File: config.mk
export PLATFORM = sky130hd
export DESIGN_NAME = inst_encode
export DESIGN_NICKNAME = d
export VERILOG_FILES = /design/src/rtl/npu_isa_pkg.sv /design/src/rtl/inst_field_pack.sv /design/src/rtl/inst_encode.sv
export SDC_FILE = /design/constraint.sdc
export NUM_CORES = 1
export LEC_CHECK = 0
export ABC_AREA = 0
export BUFFER_PORTS_ARGS = -buffer_cell sky130_fd_sc_hd__buf_2
export CAP_MARGIN = 10
export CORE_MARGIN = 2
export CORE_UTILIZATION = 35
export CTS_CLUSTER_DIAMETER = 30
export DETAILED_ROUTE_END_ITERATION = 16
export PLACE_DENSITY = 0.56
export SYNTH_ARGS = -nofsm -noshare
export SYNTH_HDL_FRONTEND = slang
export SYNTH_SLANG_ARGS = --single-unit
export TNS_END_PERCENT = 10
File: constraint.sdc
create_clock -name clk -period 4.2 [get_ports clk]
set_input_delay 1.05 -clock clk [delete_from_list [all_inputs] [get_ports clk]]
set_output_delay 1.05 -clock clk [all_outputs]
set_load 0.005 [all_outputs]
File: src/rtl/npu_isa_pkg.sv
// Shared control-unit ISA definitions: op codes, command codes, error codes and field widths.
// The instruction decoder imports this same package.
package npu_isa_pkg;

    typedef enum logic [1:0] {
        OP_LOAD  = 2'd0,
        OP_STORE = 2'd1,
        OP_MOVE  = 2'd2,
        OP_CTRL  = 2'd3
    } op_t;

    typedef enum logic [2:0] {
        CMD_LOAD  = 3'd0,
        CMD_STORE = 3'd1,
        CMD_MOVE  = 3'd2,
        CMD_FETCH = 3'd3,
        CMD_EXEC  = 3'd4
    } cmd_op_t;

    typedef enum logic [2:0] {
        ERR_NONE       = 3'd0,
        ERR_BAD_OP     = 3'd1,
        ERR_ZERO_LINES = 3'd2,
        ERR_ALIGN      = 3'd3,
        ERR_RANGE      = 3'd4
    } err_code_t;

    localparam int unsigned LS_RF_W   = 9;
    localparam int unsigned LS_GRAN_W = 13;
    localparam int unsigned MV_ADDR_W = 10;
    localparam int unsigned GROUP_W   = 5;
    localparam int unsigned SUB_W     = 4;
    localparam int unsigned FETCH_W   = 24;
    localparam int unsigned LINES_W   = 8;
    localparam int unsigned LINE_MAX  = 255;

    // Fields of the word currently being emitted; only the ones the op needs are meaningful.
    typedef struct packed {
        cmd_op_t              op;
        logic [LS_RF_W-1:0]   rf;
        logic [LS_GRAN_W-1:0] gran;
        logic [MV_ADDR_W-1:0] src;
        logic [MV_ADDR_W-1:0] dst;
        logic                 src_frz;
        logic                 dst_frz;
        logic [GROUP_W-1:0]   group;
        logic [SUB_W-1:0]     sub;
        logic [FETCH_W-1:0]   fetch;
    } inst_fields_t;

endpackage

File: src/rtl/inst_field_pack.sv
// Packs one instruction word from the current fields and the chunk line count.
// Purely combinational; illegal ops produce an all-zero word.
module inst_field_pack
    import npu_isa_pkg::*;
(
    input  inst_fields_t       fields_i,
    input  logic [LINES_W-1:0] lines_i,
    output logic [31:0]        word_o
);

    always_comb begin
        case (fields_i.op)
            CMD_LOAD:  word_o = {OP_LOAD, fields_i.rf, fields_i.gran, lines_i};
            CMD_STORE: word_o = {OP_STORE, fields_i.rf, fields_i.gran, lines_i};
            CMD_MOVE:  word_o = {OP_MOVE, fields_i.src, fields_i.dst,
                                 fields_i.src_frz, fields_i.dst_frz, lines_i};
            CMD_FETCH: word_o = {OP_CTRL, 1'b0, fields_i.group, fields_i.fetch};
            CMD_EXEC:  word_o = {OP_CTRL, 1'b1, fields_i.group, fields_i.sub, 20'b0};
            default:   word_o = '0;
        endcase
    end

endmodule

File: src/rtl/inst_encode.sv
// Command-to-instruction encoder: validates NPU commands and emits ISA words,
// splitting long load/store/move transfers into chunks of at most LINE_MAX lines.
module inst_encode
    import npu_isa_pkg::*;
#(
    parameter int unsigned RF_ADDR_W               = 10,
    parameter logic [14:0] SDRAM_OFFSET            = 15'h1000,
    parameter int unsigned SDRAM_GRANULES_PER_LINE = 1
) (
    input  logic                 clk,
    input  logic                 rst,
    input  logic                 cmd_valid,
    output logic                 cmd_ready,
    input  logic [2:0]           cmd_op,
    input  logic [RF_ADDR_W-1:0] cmd_rf_addr,
    input  logic [31:0]          cmd_sdram_addr,
    input  logic [RF_ADDR_W-1:0] cmd_src_addr,
    input  logic [RF_ADDR_W-1:0] cmd_dst_addr,
    input  logic                 cmd_src_freeze,
    input  logic                 cmd_dst_freeze,
    input  logic [15:0]          cmd_line_num,
    input  logic [4:0]           cmd_eu_group,
    input  logic [3:0]           cmd_eu_sub,
    input  logic [31:0]          cmd_fetch_addr,
    output logic                 inst_valid,
    input  logic                 inst_ready,
    output logic [31:0]          inst_data,
    output logic                 err_valid,
    output logic [2:0]           err_code,
    output logic                 busy,
    output logic [31:0]          inst_count
);

    localparam logic [0:0]  S_IDLE      = 1'b0;
    localparam logic [0:0]  S_EMIT      = 1'b1;
    localparam int unsigned GPL         = SDRAM_GRANULES_PER_LINE;
    localparam logic [31:0] LS_RF_LIMIT = 32'd512;
    localparam logic [31:0] GRAN_LIMIT  = 32'd8192;
    localparam logic [31:0] MV_LIMIT    = 32'd1 << RF_ADDR_W;

    logic [0:0]         state_q, state_d;
    inst_fields_t       fld_q, fld_d, cmd_fld, adv_fld, pack_fld;
    logic [LINES_W-1:0] chunk_q, chunk_d, first_chunk, next_chunk, pack_lines;
    logic [15:0]        rem_q, rem_d, first_rem;
    logic [31:0]        data_q, data_d, count_q, count_d, pack_word;
    logic               err_valid_q, err_valid_d;
    err_code_t          err_code_q, err_code_d, chk_err;
    logic               is_ls, is_move, is_fetch, is_xfer;
    logic               bad_op, zero_lines, bad_align, bad_range;
    logic [31:0]        rf_end, gran_end, src_end, dst_end;

    // Command checks; the end-address sums are 32 bits wide so they never wrap.
    always_comb begin
        is_ls      = (cmd_op == CMD_LOAD) || (cmd_op == CMD_STORE);
        is_move    = (cmd_op == CMD_MOVE);
        is_fetch   = (cmd_op == CMD_FETCH);
        is_xfer    = is_ls || is_move;
        rf_end     = 32'(cmd_rf_addr) + 32'(cmd_line_num);
        gran_end   = 32'(cmd_sdram_addr[16:4]) + 32'(cmd_line_num) * GPL;
        src_end    = 32'(cmd_src_addr) + 32'(cmd_line_num);
        dst_end    = 32'(cmd_dst_addr) + 32'(cmd_line_num);
        bad_op     = cmd_op > 3'd4;
        zero_lines = is_xfer && (cmd_line_num == 16'd0);
        bad_align  = (is_ls && (cmd_sdram_addr[3:0] != 4'd0))
                  || (is_fetch && (cmd_fetch_addr[3:0] != 4'd0));
        bad_range  = (is_ls && ((cmd_sdram_addr[31:17] != SDRAM_OFFSET)
                                || (rf_end > LS_RF_LIMIT) || (gran_end > GRAN_LIMIT)))
                  || (is_move && ((src_end > MV_LIMIT) || (dst_end > MV_LIMIT)))
                  || (is_fetch && (cmd_fetch_addr[31:28] != 4'd0));
        if (bad_op)          chk_err = ERR_BAD_OP;
        else if (zero_lines) chk_err = ERR_ZERO_LINES;
        else if (bad_align)  chk_err = ERR_ALIGN;
        else if (bad_range)  chk_err = ERR_RANGE;
        else                 chk_err = ERR_NONE;
    end

    always_comb begin
        cmd_fld.op      = cmd_op_t'(cmd_op);
        cmd_fld.rf      = cmd_rf_addr[LS_RF_W-1:0];
        cmd_fld.gran    = cmd_sdram_addr[16:4];
        cmd_fld.src     = MV_ADDR_W'(cmd_src_addr);
        cmd_fld.dst     = MV_ADDR_W'(cmd_dst_addr);
        cmd_fld.src_frz = cmd_src_freeze;
        cmd_fld.dst_frz = cmd_dst_freeze;
        cmd_fld.group   = cmd_eu_group;
        cmd_fld.sub     = cmd_eu_sub;
        cmd_fld.fetch   = cmd_fetch_addr[27:4];

        first_chunk = !is_xfer ? '0
                    : (cmd_line_num > 16'(LINE_MAX)) ? LINES_W'(LINE_MAX) : cmd_line_num[7:0];
        first_rem   = is_xfer ? (cmd_line_num - 16'(first_chunk)) : 16'd0;

        adv_fld      = fld_q;
        adv_fld.rf   = fld_q.rf + LS_RF_W'(chunk_q);
        adv_fld.gran = LS_GRAN_W'(32'(fld_q.gran) + 32'(chunk_q) * GPL);
        adv_fld.src  = fld_q.src + MV_ADDR_W'(chunk_q);
        adv_fld.dst  = fld_q.dst + MV_ADDR_W'(chunk_q);
        next_chunk   = (rem_q > 16'(LINE_MAX)) ? LINES_W'(LINE_MAX) : rem_q[7:0];

        // IDLE packs the incoming command, EMIT packs the following chunk.
        pack_fld   = (state_q == S_IDLE) ? cmd_fld : adv_fld;
        pack_lines = (state_q == S_IDLE) ? first_chunk : next_chunk;
    end

    inst_field_pack u_pack (
        .fields_i (pack_fld),
        .lines_i  (pack_lines),
        .word_o   (pack_word)
    );

    // NOTE: every _d gets its hold value first so no branch can infer a latch.
    always_comb begin
        state_d     = state_q;
        fld_d       = fld_q;
        chunk_d     = chunk_q;
        rem_d       = rem_q;
        data_d      = data_q;
        count_d     = count_q;
        err_valid_d = 1'b0;
        err_code_d  = err_code_q;
        case (state_q)
            S_IDLE: begin
                if (cmd_valid) begin
                    if (chk_err != ERR_NONE) begin
                        err_valid_d = 1'b1;
                        err_code_d  = chk_err;
                    end else begin
                        state_d = S_EMIT;
                        fld_d   = cmd_fld;
                        chunk_d = first_chunk;
                        rem_d   = first_rem;
                        data_d  = pack_word;
                    end
                end
            end
            default: begin
                if (inst_ready) begin
                    count_d = count_q + 32'd1;
                    if (rem_q == 16'd0) begin
                        state_d = S_IDLE;
                    end else begin
                        fld_d   = adv_fld;
                        chunk_d = next_chunk;
                        rem_d   = rem_q - 16'(next_chunk);
                        data_d  = pack_word;
                    end
                end
            end
        endcase
    end

    // NOTE: state registers take non-blocking assignments; the comb logic above uses blocking.
    always_ff @(posedge clk) begin
        if (rst) begin
            state_q     <= S_IDLE;
            fld_q       <= '0;
            chunk_q     <= '0;
            rem_q       <= '0;
            data_q      <= '0;
            count_q     <= '0;
            err_valid_q <= 1'b0;
            err_code_q  <= ERR_NONE;
        end else begin
            state_q     <= state_d;
            fld_q       <= fld_d;
            chunk_q     <= chunk_d;
            rem_q       <= rem_d;
            data_q      <= data_d;
            count_q     <= count_d;
            err_valid_q <= err_valid_d;
            err_code_q  <= err_code_d;
        end
    end

    assign cmd_ready  = (state_q == S_IDLE);
    assign inst_valid = (state_q == S_EMIT);
    assign busy       = (state_q == S_EMIT);
    assign inst_data  = data_q;
    assign err_valid  = err_valid_q;
    assign err_code   = err_code_q;
    assign inst_count = count_q;

endmodule

==> run summary <==
SYNTHESIS
--------------------------------------------------------------------------------------------------
Fraction of post-synthesis cell area in the top cell type by area                            26.5%
Largest area contributor in the synthesized netlist                                   sky130_fd_sc_hd__dfxtp_1
Synth area leaders                                                                    sky130_fd_sc_hd__dfxtp_1 (27%), sky130_fd_sc_hd__ha_1 (8.1%), sky130_fd_sc_hd__mux2i_1 (7.6%)
Fraction of the mapped netlist area in adder cells                                           9.53%
Share of flip-flops with an asynchronous set or reset                                           0%
Count of warnings emitted by yosys                                                               0
Compound-gate portion of the synthesized area                                                26.3%
Cell area after synthesis                                                              13100 sq um
Mapped Avg Cell Area                                                                    7.98 sq um
Multiplexer fraction of the synthesized cell area                                            8.80%
Synthesized netlist net count                                                                 1858
Count of distinct cell types in the synthesized netlist                                         80
Most used flip-flop cell after synthesis                                              sky130_fd_sc_hd__dfxtp_1
Parity-gate share of the synthesized area counting xor and xnor cells                        5.84%
Area share of and/or/nand/nor cells after synthesis                                          18.4%
Number of enable flip-flop cells after synthesis                                                 0
Sequential-to-total area share from yosys stat                                               26.5%
Combinational family with the most area after synthesis                               compound AO/OA/AOI/OAI gates
Cell count after synthesis                                                                    1636
Flip-flop and latch count after synthesis                                                      173

PLACED DESIGN
--------------------------------------------------------------------------------------------------
Routability cong.                                                                            0.950
Area post-placement                                                                    16300 sq um
I/O Buffers                                                                                    198
Estimated wirelength of the detail-placed design                                          39300 um

TIMING
--------------------------------------------------------------------------------------------------
Slew Viols, Final                                                                                0
Min setup slack post-route                                                               -0.155 ns
Final cycle utilization of the critical path                                                  104%
Slew at the pin closest to its max-slew limit                                              1.22 ns
Max Clk Rate                                                                               230 MHz
Shortest clock period the worst path allows after layout                                   4.36 ns
Clock Skew                                                                               0.0228 ns
Unrepaired setup endpoints after global routing                                                yes
Count of endpoints failing setup in the final report                                            92
Final number of hold-violating endpoints                                                         0
Max-Slew Margin vs Limit                                                                     18.6%

PWR
--------------------------------------------------------------------------------------------------
Peak VDD IR                                                                               0.301 mV
Lkg Pwr                                                                                    7.31 nW
P per Cell Area                                                                        280 nW/um^2
Total power draw                                                                         0.00490 W

WORST SETUP PATH
--------------------------------------------------------------------------------------------------
Minimum setup slack among reg-to-reg paths                                                 0.58 ns
Critical path class                                                                      in -> reg
Arrival time of the worst setup path                                                       4.63 ns
Sort of element at the end of the critical path                                          flip-flop
Peak fanout along the critical path                                                              6
Length in cells of the worst reg-to-reg path                                                    11
Most frequent cell on the critical path                                               sky130_fd_sc_hd__buf_12
Slowest stage delay, CP                                                                    0.54 ns
Crit path required time                                                                    4.48 ns
Crit path cell chain                                                                  buf_8 > buf_12 > buf_8 > ha_4 > fa_2 > or4_4 > a2111oi_4 > o2111ai_2 > nor4_4 > nor2_1 > o21ai_2 > a311oi_4 > buf_12 > o21ai_4 > buf_12 > buf_12 > buf_8 > mux2i_1 > nor2_1
Cell with the biggest individual delay on the critical path                           sky130_fd_sc_hd__or4_4
Crit Reg-Reg Endpoint                                                                 rem_q[1]$_SDFFE_PP0P_
Startpoint types                                                                         input pin
Reg-to-reg startpoint                                                                 rem_q[8]$_SDFFE_PP0P_

DIE
--------------------------------------------------------------------------------------------------
Die extent in x                                                                             197 um
Chip Height                                                                                 197 um
Initial core utilization                                                                     35.6%
Full die area                                                                          38900 sq um
I/O pin total                                                                                  199
Row count                                                                                       70
Core Region                                                                            36700 sq um

ROUTE
--------------------------------------------------------------------------------------------------
Via count                                                                                    14200
Number of nets still failing antenna checks after routing                                        0
Mean routed wirelength per cell                                                            20.3 um
Violation count after the first detailed-route iteration                                      1192
Final Routed Wirelength                                                                   50700 um
First drt pass iteration count                                                                   5
Number of design rule violations left after detail routing                                       0
Routed via count divided by cell count                                                        5.67

GLOBAL ROUTING
--------------------------------------------------------------------------------------------------
Global-route total usage across every layer                                                  25.8%
Largest net degree at the start of global routing                                               94
Number of global-route vias before repair                                                    13600
Overflow left after global routing                                                               0
Wire length of the first global-routing pass                                              78300 um
Antenna violations before repair                                                                 0

FINISH
--------------------------------------------------------------------------------------------------
Fraction of layout instances using a drive strength above 1                                  29.2%
Commonest cells after routing, fill and taps aside                                    sky130_fd_sc_hd__buf_4 (229), sky130_fd_sc_hd__buf_2 (196), sky130_fd_sc_hd__nor2_1 (189)
Design Area, Final                                                                     17500 sq um
Layout filler cell count                                                                      3589
Leading cell type in the layout, fill and taps excluded                               sky130_fd_sc_hd__buf_4
Fin nets                                                                                      2245
Inserted Diodes                                                                                  0
Signed area change from the synthesized netlist to the final layout                          34.0%

HOLD PATH
--------------------------------------------------------------------------------------------------
Worst hold path depth                                                                            2
Hold/Removal Path Class                                                                 reg -> reg
Terminating pin of the worst hold path                                                inst_data[20]$_SDFFE_PP0P_
Startpoint of the most critical hold path                                             inst_data[20]$_SDFFE_PP0P_

CLOCKING
--------------------------------------------------------------------------------------------------
Hold bufs inserted after CTS                                                                     0
TritonCTS clock tree                                                                           yes
Number of CTS-inserted buffers                                                                  17
Clock transition time at the flip-flop clock pins of the worst setup and hold paths        0.07 ns
# clock sinks                                                                                  173
Clock insertion delay at the later pin of the skew report                                  0.45 ns
Clock root buffer                                                                     sky130_fd_sc_hd__clkbuf_16
Number of H-tree branching levels                                                                4
CTS max path bufs                                                                                2

RUN STATUS
--------------------------------------------------------------------------------------------------
Failing checks                                                                        setup timing
Status                                                                                complete, but fails checks

FLOW RUN
--------------------------------------------------------------------------------------------------
Number of max-capacitance violations reported                                                    0

report_power, final:
part / switching, W / total (W) / internal (W)
registers: 0.0000644 / 0.00177 / 0.00171
clock network: 0.000704 / 0.00151 / 0.000808
logic: 0.000887 / 0.00162 / 0.000731
total: 0.00165 / 0.00490 / 0.00325
flip-flops by register name, summed over array words and instances (netlist names):
| name | flops |
|---|---|
| adv_fld | 38 |
| inst_data | 32 |
| fld_q | 42 |
| chunk_q | 8 |
| busy | 1 |
| err_code | 3 |
| inst_count | 32 |
| rem_q | 16 |
| err_valid | 1 |
worst max-delay path: cells and delay by family:
family	cells	cell delay (ns)
compound gates	5	0.95
fa+ha+maj	2	0.56
buf+inv	7	0.86
mux	1	0.22
simple gates	4	0.98
timing repair:
item                                    in CTS  in global routing
endpoints found under the setup margin     141                139
setup buffers                               13                  6
cloned                                       0                  3
pin swaps                                   29                 47
gates resized for setup                     42                 86
synthesized netlist by cell type, types with 12 or more instances:
library cell and count:
sky130_fd_sc_hd__nor2_1 194, sky130_fd_sc_hd__dfxtp_1 173, sky130_fd_sc_hd__a21oi_1 123, sky130_fd_sc_hd__nand2_1 115
sky130_fd_sc_hd__mux2i_1 99, sky130_fd_sc_hd__o21ai_0 90, sky130_fd_sc_hd__ha_1 85, sky130_fd_sc_hd__clkbuf_1 66
sky130_fd_sc_hd__nand3_1 60, sky130_fd_sc_hd__xnor2_1 49, sky130_fd_sc_hd__inv_1 43, sky130_fd_sc_hd__o211ai_1 38
sky130_fd_sc_hd__xor2_1 38, sky130_fd_sc_hd__a211oi_1 31, sky130_fd_sc_hd__a21o_1 25, sky130_fd_sc_hd__nor3_1 21
sky130_fd_sc_hd__o22ai_1 21, sky130_fd_sc_hd__and3_1 20, sky130_fd_sc_hd__nand4_1 19, sky130_fd_sc_hd__o21bai_1 16
sky130_fd_sc_hd__or3_1 16, sky130_fd_sc_hd__a31oi_1 14, sky130_fd_sc_hd__mux2_2 14, sky130_fd_sc_hd__o2111ai_1 14
sky130_fd_sc_hd__nand2b_1 13, sky130_fd_sc_hd__o21a_1 13, sky130_fd_sc_hd__a22oi_1 12, sky130_fd_sc_hd__buf_1 12
sky130_fd_sc_hd__nor4_1 12
layout make-up:
type / instances / area, sq um / share of cell area [%]
clock buffers: 24 / 482 / 2.75
inverters: 44 / 165 / 0.944
repair buffers: 465 / 3360 / 19.2
well taps: 468 / 586 / 3.35
multi-input cells: 1322 / 9380 / 53.6
clock inverters: 8 / 57.6 / 0.329
flip-flops and latches: 173 / 3470 / 19.8
how the worst max path moves through the flow:
stage / depth (start not counted) / slack (ns) / start / to
4_1_cts: 20 / -0.1 / cmd_dst_addr[0] / rem_q[5]$_SDFFE_PP0P_
3_3_place_gp: 17 / -0.82 / cmd_line_num[0] / chunk_q[1]$_SDFFE_PP0P_
6_report: 19 / -0.16 / cmd_line_num[0] / chunk_q[5]$_SDFFE_PP0P_
3_5_place_dp: 17 / -0.92 / cmd_line_num[0] / chunk_q[3]$_SDFFE_PP0P_
2_1_floorplan: 15 / -0.1 / cmd_sdram_addr[4] / rem_q[5]$_SDFFE_PP0P_
5_1_grt: 20 / -0.29 / cmd_line_num[0] / chunk_q[4]$_SDFFE_PP0P_
routing by layer:
layer	vias up	share of wire (%)	GRT usage, %
met5	-	0	0
met4	0	2.2	6.79
met3	54	5.8	2.73
met2	494	47	42.9
met1	6803	45	35.6
li1	6850	-	-
stage by stage:
step | hold slack (ns) | setup slack (ns) | util (%) | cells | setup TNS (ns)
floorplan | 0.445 | -0.0966 | - | 1636 | -3.89
global placement | 0.455 | -0.817 | 44.3 | 2452 | -100.35
detailed placement | 0.446 | -0.916 | 44.3 | 2452 | -114.66
CTS | 0.461 | -0.0972 | 46.5 | 2496 | -2.08
global route | 0.483 | -0.293 | 47.7 | 2504 | -22.90
finish | 0.454 | -0.155 | 47.7 | 2504 | -4.93
cells by family after synthesis:
logic type | count (synthesis)
flops | 173
compound gates | 511
mux | 113
fa+ha+maj | 94
simple gates | 517
buf+inv | 141
xor+xnor | 87
No activity file was read; power rests on OpenSTA's default activity.
